**config.mk**
```make
export PLATFORM = sky130hd
export DESIGN_NAME = ps2_key_buffer
export DESIGN_NICKNAME = d
export VERILOG_FILES = /design/src/rtl/ps2_key_buffer.sv
export SDC_FILE = /design/constraint.sdc
export NUM_CORES = 1
export LEC_CHECK = 0
export BUFFER_PORTS_ARGS = -buffer_cell sky130_fd_sc_hd__buf_2
export CAP_MARGIN = 25
export CORE_ASPECT_RATIO = 1.2
export CORE_MARGIN = 10
export CORE_UTILIZATION = 40
export DETAILED_ROUTE_END_ITERATION = 8
export PLACE_DENSITY = 0.59
export SYNTH_ARGS = -nofsm -noshare
export SYNTH_HDL_FRONTEND = slang
export SYNTH_SLANG_ARGS = --single-unit
```
**constraint.sdc**
```tcl
create_clock -name CLK_CPU -period 5.7 [get_ports CLK_CPU]
set_clock_uncertainty 0.2 [all_clocks]
set_input_delay 1.425 -clock CLK_CPU [delete_from_list [all_inputs] [get_ports CLK_CPU]]
set_output_delay 1.425 -clock CLK_CPU [all_outputs]
set_load 0.01 [all_outputs]
```
**src/rtl/ps2_key_buffer.sv**
```systemverilog
// PS/2 keyboard receiver: synchronises the raw pins, assembles 11-bit frames,
// drops break/E0 sequences and queues make codes for the key-read interface.
module ps2_key_buffer #(
    parameter int FIFO_DEPTH     = 4,
    parameter int TIMEOUT_CYCLES = 4096
) (
    input  logic       CLK_CPU,
    input  logic       resetp,
    input  logic       ps2_clk,
    input  logic       ps2_data,
    input  logic       clean_key_buffer,
    output logic [7:0] pressed_key,
    output logic       keyboard_valid,
    output logic       frame_error,
    output logic       overflow,
    output logic [1:0] rx_state_o
);

    localparam int AW = $clog2(FIFO_DEPTH);
    localparam int CW = $clog2(TIMEOUT_CYCLES + 1);

    typedef enum logic [1:0] {
        ST_IDLE   = 2'd0,
        ST_DATA   = 2'd1,
        ST_PARITY = 2'd2,
        ST_STOP   = 2'd3
    } rx_state_e;

    rx_state_e     state_q, state_d;
    logic          clk_s1_q, clk_s2_q, clk_s3_q;
    logic          dat_s1_q, dat_s2_q;
    logic          fall;
    logic [2:0]    bit_cnt_q, bit_cnt_d;
    logic [7:0]    shift_q, shift_d;
    logic          parity_q, parity_d;
    logic [CW-1:0] tmo_q, tmo_d;
    logic          rx_valid, rx_err;
    logic          brk_q, brk_d, ext_q, ext_d;
    logic          push, pop, do_write, empty, full;
    logic [AW:0]   wr_ptr_q, wr_ptr_d, rd_ptr_q, rd_ptr_d;
    logic [7:0]    mem_q [FIFO_DEPTH];
    logic          armed_q, armed_d;
    logic          ferr_q, ovf_q, ovf_d;

    // Sync flops reset to 1 so a held-idle bus never looks like a falling edge.
    always_ff @(posedge CLK_CPU or posedge resetp) begin
        if (resetp) begin
            clk_s1_q <= 1'b1;
            clk_s2_q <= 1'b1;
            clk_s3_q <= 1'b1;
            dat_s1_q <= 1'b1;
            dat_s2_q <= 1'b1;
        end else begin
            clk_s1_q <= ps2_clk;
            clk_s2_q <= clk_s1_q;
            clk_s3_q <= clk_s2_q;
            dat_s1_q <= ps2_data;
            dat_s2_q <= dat_s1_q;
        end
    end

    assign fall = clk_s3_q & ~clk_s2_q;

    always_comb begin
        state_d   = state_q;
        bit_cnt_d = bit_cnt_q;
        shift_d   = shift_q;
        parity_d  = parity_q;
        tmo_d     = '0;
        rx_valid  = 1'b0;
        rx_err    = 1'b0;
        if (state_q != ST_IDLE) begin
            tmo_d = fall ? '0 : tmo_q + CW'(1);
        end
        case (state_q)
            ST_IDLE: begin
                if (fall && !dat_s2_q) begin
                    state_d   = ST_DATA;
                    bit_cnt_d = 3'd0;
                end
            end
            ST_DATA: begin
                if (fall) begin
                    shift_d   = {dat_s2_q, shift_q[7:1]};
                    bit_cnt_d = bit_cnt_q + 3'd1;
                    if (bit_cnt_q == 3'd7) begin
                        state_d = ST_PARITY;
                    end
                end
            end
            ST_PARITY: begin
                if (fall) begin
                    parity_d = dat_s2_q;
                    state_d  = ST_STOP;
                end
            end
            ST_STOP: begin
                if (fall) begin
                    if (dat_s2_q && (^{shift_q, parity_q})) begin
                        rx_valid = 1'b1;
                    end else begin
                        rx_err = 1'b1;
                    end
                    state_d = ST_IDLE;
                end
            end
            default: state_d = ST_IDLE;
        endcase
        // A stalled keyboard must not leave the receiver stuck mid-frame.
        if ((state_q != ST_IDLE) && !fall && (tmo_q == CW'(TIMEOUT_CYCLES - 1))) begin
            rx_err  = 1'b1;
            state_d = ST_IDLE;
            tmo_d   = '0;
        end
    end

    always_comb begin
        brk_d = brk_q;
        ext_d = ext_q;
        push  = 1'b0;
        if (rx_valid) begin
            if (shift_q == 8'hE0) begin
                ext_d = 1'b1;
            end else if (shift_q == 8'hF0) begin
                brk_d = 1'b1;
            end else begin
                push  = !brk_q;
                brk_d = 1'b0;
                ext_d = 1'b0;
            end
        end
    end

    // Pop handshake: clean_key_buffer=0 re-arms, so a held request pops only once.
    assign empty    = (wr_ptr_q == rd_ptr_q);
    assign full     = (wr_ptr_q[AW] != rd_ptr_q[AW]) && (wr_ptr_q[AW-1:0] == rd_ptr_q[AW-1:0]);
    assign pop      = clean_key_buffer && !empty && armed_q;
    assign do_write = push && (!full || pop);
    assign ovf_d    = push && full && !pop;
    assign wr_ptr_d = wr_ptr_q + (AW+1)'(do_write);
    assign rd_ptr_d = rd_ptr_q + (AW+1)'(pop);
    assign armed_d  = pop ? 1'b0 : (!clean_key_buffer ? 1'b1 : armed_q);

    always_ff @(posedge CLK_CPU or posedge resetp) begin
        if (resetp) begin
            state_q   <= ST_IDLE;
            bit_cnt_q <= 3'd0;
            shift_q   <= 8'h00;
            parity_q  <= 1'b0;
            tmo_q     <= '0;
            brk_q     <= 1'b0;
            ext_q     <= 1'b0;
            wr_ptr_q  <= '0;
            rd_ptr_q  <= '0;
            armed_q   <= 1'b1;
            ferr_q    <= 1'b0;
            ovf_q     <= 1'b0;
        end else begin
            state_q   <= state_d;
            bit_cnt_q <= bit_cnt_d;
            shift_q   <= shift_d;
            parity_q  <= parity_d;
            tmo_q     <= tmo_d;
            brk_q     <= brk_d;
            ext_q     <= ext_d;
            wr_ptr_q  <= wr_ptr_d;
            rd_ptr_q  <= rd_ptr_d;
            armed_q   <= armed_d;
            ferr_q    <= rx_err;
            ovf_q     <= ovf_d;
        end
    end

    always_ff @(posedge CLK_CPU) begin
        if (do_write) begin
            mem_q[wr_ptr_q[AW-1:0]] <= shift_q;
        end
    end

    assign pressed_key    = empty ? 8'h00 : mem_q[rd_ptr_q[AW-1:0]];
    assign keyboard_valid = !empty;
    assign frame_error    = ferr_q;
    assign overflow       = ovf_q;
    assign rx_state_o     = state_q;

endmodule

```
==> impl_metrics.yaml <==
timing:
  max_freq_ghz: 0.281
  pins_over_slew_limit: 0
  final_layout_setup_total_negative_slack_ns: 0
  setup_failing_eps_final: 0
  final.hold.worst_slack_ns: 0.158
  grt_setup_unrepaired: "false"
  period_share_pct: 62.4
  postLayoutSetupSlackWorst_ns: 2.14
  finalHoldViolations: 0
  worst_slew_pin_slew_ns: 0.791
  slew_headroom_pct: 47.0
  final.min_clock_period_ns: 3.56
floorplan:
  top_level_ports: 18
  design.core.area_um2: 8060
  die_h_um: 119
  start_util_pct: 40.8
  placement_rows: 36
  fp.dieArea_um2: 12300
  die-width_um: 103
clock_tree:
  postCtsSetupRepairBufs: 0
  htree_levels: 3
  clock_insertion_delay_worst_skew_ns: 0.34
  clk_slew_on_worst_s_h_paths_ns: 0.07
  post_cts_resize_count: 0
  cts.root.buffer_cell: "clkbuf_8"
  hold_buffers: 0
  numCtsBuffers: 9
  clock_sink_count: 74
  cts_buffer_depth: 2
  tritoncts: "yes"
routing:
  topRoutingLayerUsed: "met4"
  initialDrtViolationCount: 74
  detail_route.vias_per_cell: 4.96
  met2WireLength_um: 2740
  wl_cell_um: 14.9
  vias: 1786
  wirelength_um: 5350
  remaining_routing_drc_violations: 0
  drt_pass1_iterations: 4
  met3WireLength_um: 185
  wl_met1_um: 2340
  antenna_violating_nets_post_route: 0
yosys:
  synth_top_area_share_pct: 29.2
  synthMostInstantiatedCell: "dfrtp_1"
  mappedNetlistArea_um2: 3290
  synth-seq-area-share_pct: 61.5
  ys_top_cells_by_count: "36 x dfrtp_1, 32 x edfxtp_1, 17 x nand2_1, 17 x nor2_1, 13 x xor2_1"
  yosys_most_used_dff: "dfrtp_1"
  synth-edff-count: 32
  avgSynthCellArea_um2: 14.0
  count_of_synthesis_stage_warnings_from_yosys: 0
  mappedNetlistNets: 251
  synthDominantAreaCellType: "edfxtp_1"
  yosys_register_bits: 74
  synthArstFlopShare_pct: 56.8
  post_synth_main_area_contributors: "edfxtp_1 29%, dfrtp_1 27%, mux4_2 5.5%, dfstp_2 4.8%, ha_1 4.2%"
  yosys.cell_types.count: 41
  syn-instance-count: 235
global_route:
  grt_first_pass_wirelength_um: 9180
  maximum_number_of_pins_on_one_net_before_global_route_repair: 43
  grt_usage_pct: 9.65
  overflow_left_after_global_routing: 0
  number_of_global_route_vias_before_repair: 1854
  antenna_violations_before_repair: 0
critical_path:
  start_kind: "register"
  crit_path_end_kind: "output pin"
  critPathRequiredTime_ns: 4.07
  worst_setup_path_startpoint: "rd_ptr_q[0]"
  timing.rr.start: "shift_q[1]"
  timing.critical_path.fanout_max: 10
  path_class: "reg -> out"
  cp.arrival_ns: 1.93
finish:
  stdcell_count: 360
  final_net_count: 276
  num-fill-cells: 709
  multiInputGateArea_um2: 1210
  antenna_cells: 0
  register_area_um2: 2020
  post_route_cells_drive_above_1_share_pct: 24.5
  area_growth_syn_to_layout_pct: 12.5
hold_path:
  tightest_hold_check_type: "reg -> reg"
  worstHoldStart: "clk_s1_q"
power:
  power-per-cell-area_nw_per_um2: 481
  cellLeakagePower_nw: 1.53
  vdd_ir_drop_max_mv: 0.193
placed_design:
  place_worst_setup_slack_ns: 2.41
  numPlacedInstances: 344
  hpwlAfterDp_um: 3630
  portBuffers: 17
  gp_congestion: 0.736
outcome:
  outcome: "completed"
run:
  cap_violations: 0
[registers in the layout, indices dropped and copies added (netlist names)]
name	cells
mem_q	32
tmo_q	13
shift_q	8
bit_cnt_q	3
rd_ptr_q	3
wr_ptr_q	3
rx_state_o	2
armed_q	1
brk_q	1
clk_s1_q	1
clk_s2_q	1
clk_s3_q	1
dat_s1_q	1
dat_s2_q	1
frame_error	1
overflow	1
parity_q	1
[through the flow]
step	area, um2	power (mW)	util, %
4_1_cts	3700	1.81	45.9
2_1_floorplan	3290	1.22	-
3_5_place_dp	3490	1.38	43.3
5_1_grt	3700	1.92	45.9
3_3_place_gp	3480	1.37	43.2
6_report	3700	1.78	45.9
[layer usage]
layer,global-route usage (%),up-vias
met1,11.4,869
met4,4.44,0
li1,-,891
met2,15.6,21
met3,3.01,5
met5,0,-
[worst max-delay path, stage by stage, from the launching register on]
cell     delay, ns
dfrtp_1       0.70
xor2_1        0.16
nor3_1        0.29
buf_2         0.25
nor2b_1       0.06
buf_2         0.14
[logic make-up (layout without fill, tap and decap cells)]
group / after synthesis / count (layout) / share of synthesized area [%]
DFF: 74 / 74 / 61.5
adders and majority gates: 11 / 11 / 4.19
muxes: 19 / 19 / 9.18
AOI/OAI and AO/OA: 19 / 19 / 3.77
buffers and inverters: 13 / 43 / 1.56
xor gates and xnor gates: 22 / 22 / 7.12
and+or+nand+nor: 77 / 77 / 12.7
[final timing paths]
check / to / slack [ns] / depth (start not counted)
min in group asynchronous: wr_ptr_q[1] / 1.01 / 3
setup reg to reg: mem_q[1][7] / 2.88 / 5
hold reg to reg: clk_s2_q / 0.16 / 0
max in group asynchronous: clk_s3_q / 3.91 / 3
setup / recovery: pressed_key[5] / 2.14 / 5
hold / removal: clk_s2_q / 0.16 / 0
[report_power, final]
part	internal [mW]	leakage (nW)	total [mW]	switching, mW
registers	0.647	0.821	0.765	0.118
logic	0.304	0.601	0.585	0.281
clock network	0.244	0.105	0.427	0.184
[layout by cell type (no fill, tap or decap), types with 5 or more instances in the layout]
master	n
ha_1	11
xor2_1	13
edfxtp_1	32
xnor2_1	6
nor2_1	17
dfstp_2	6
clkbuf_8	9
nand3_1	10
inv_1	5
nor2b_1	11
o21ai_0	6
mux4_2	8
dfrtp_1	36
mux2_2	9
nand2_1	17
nor3_1	7
buf_2	18
[layout make-up]
type                       instances  area share (%)
sequential                        74            54.6
multi-input combinational        148            32.9
clock buffer                      10            3.45
tap                               95            3.21
timing repair buffer              21            3.05
clock inverter                     6            2.20
inverter                           6           0.609
Note: power is estimated with default switching activity, not from simulation.
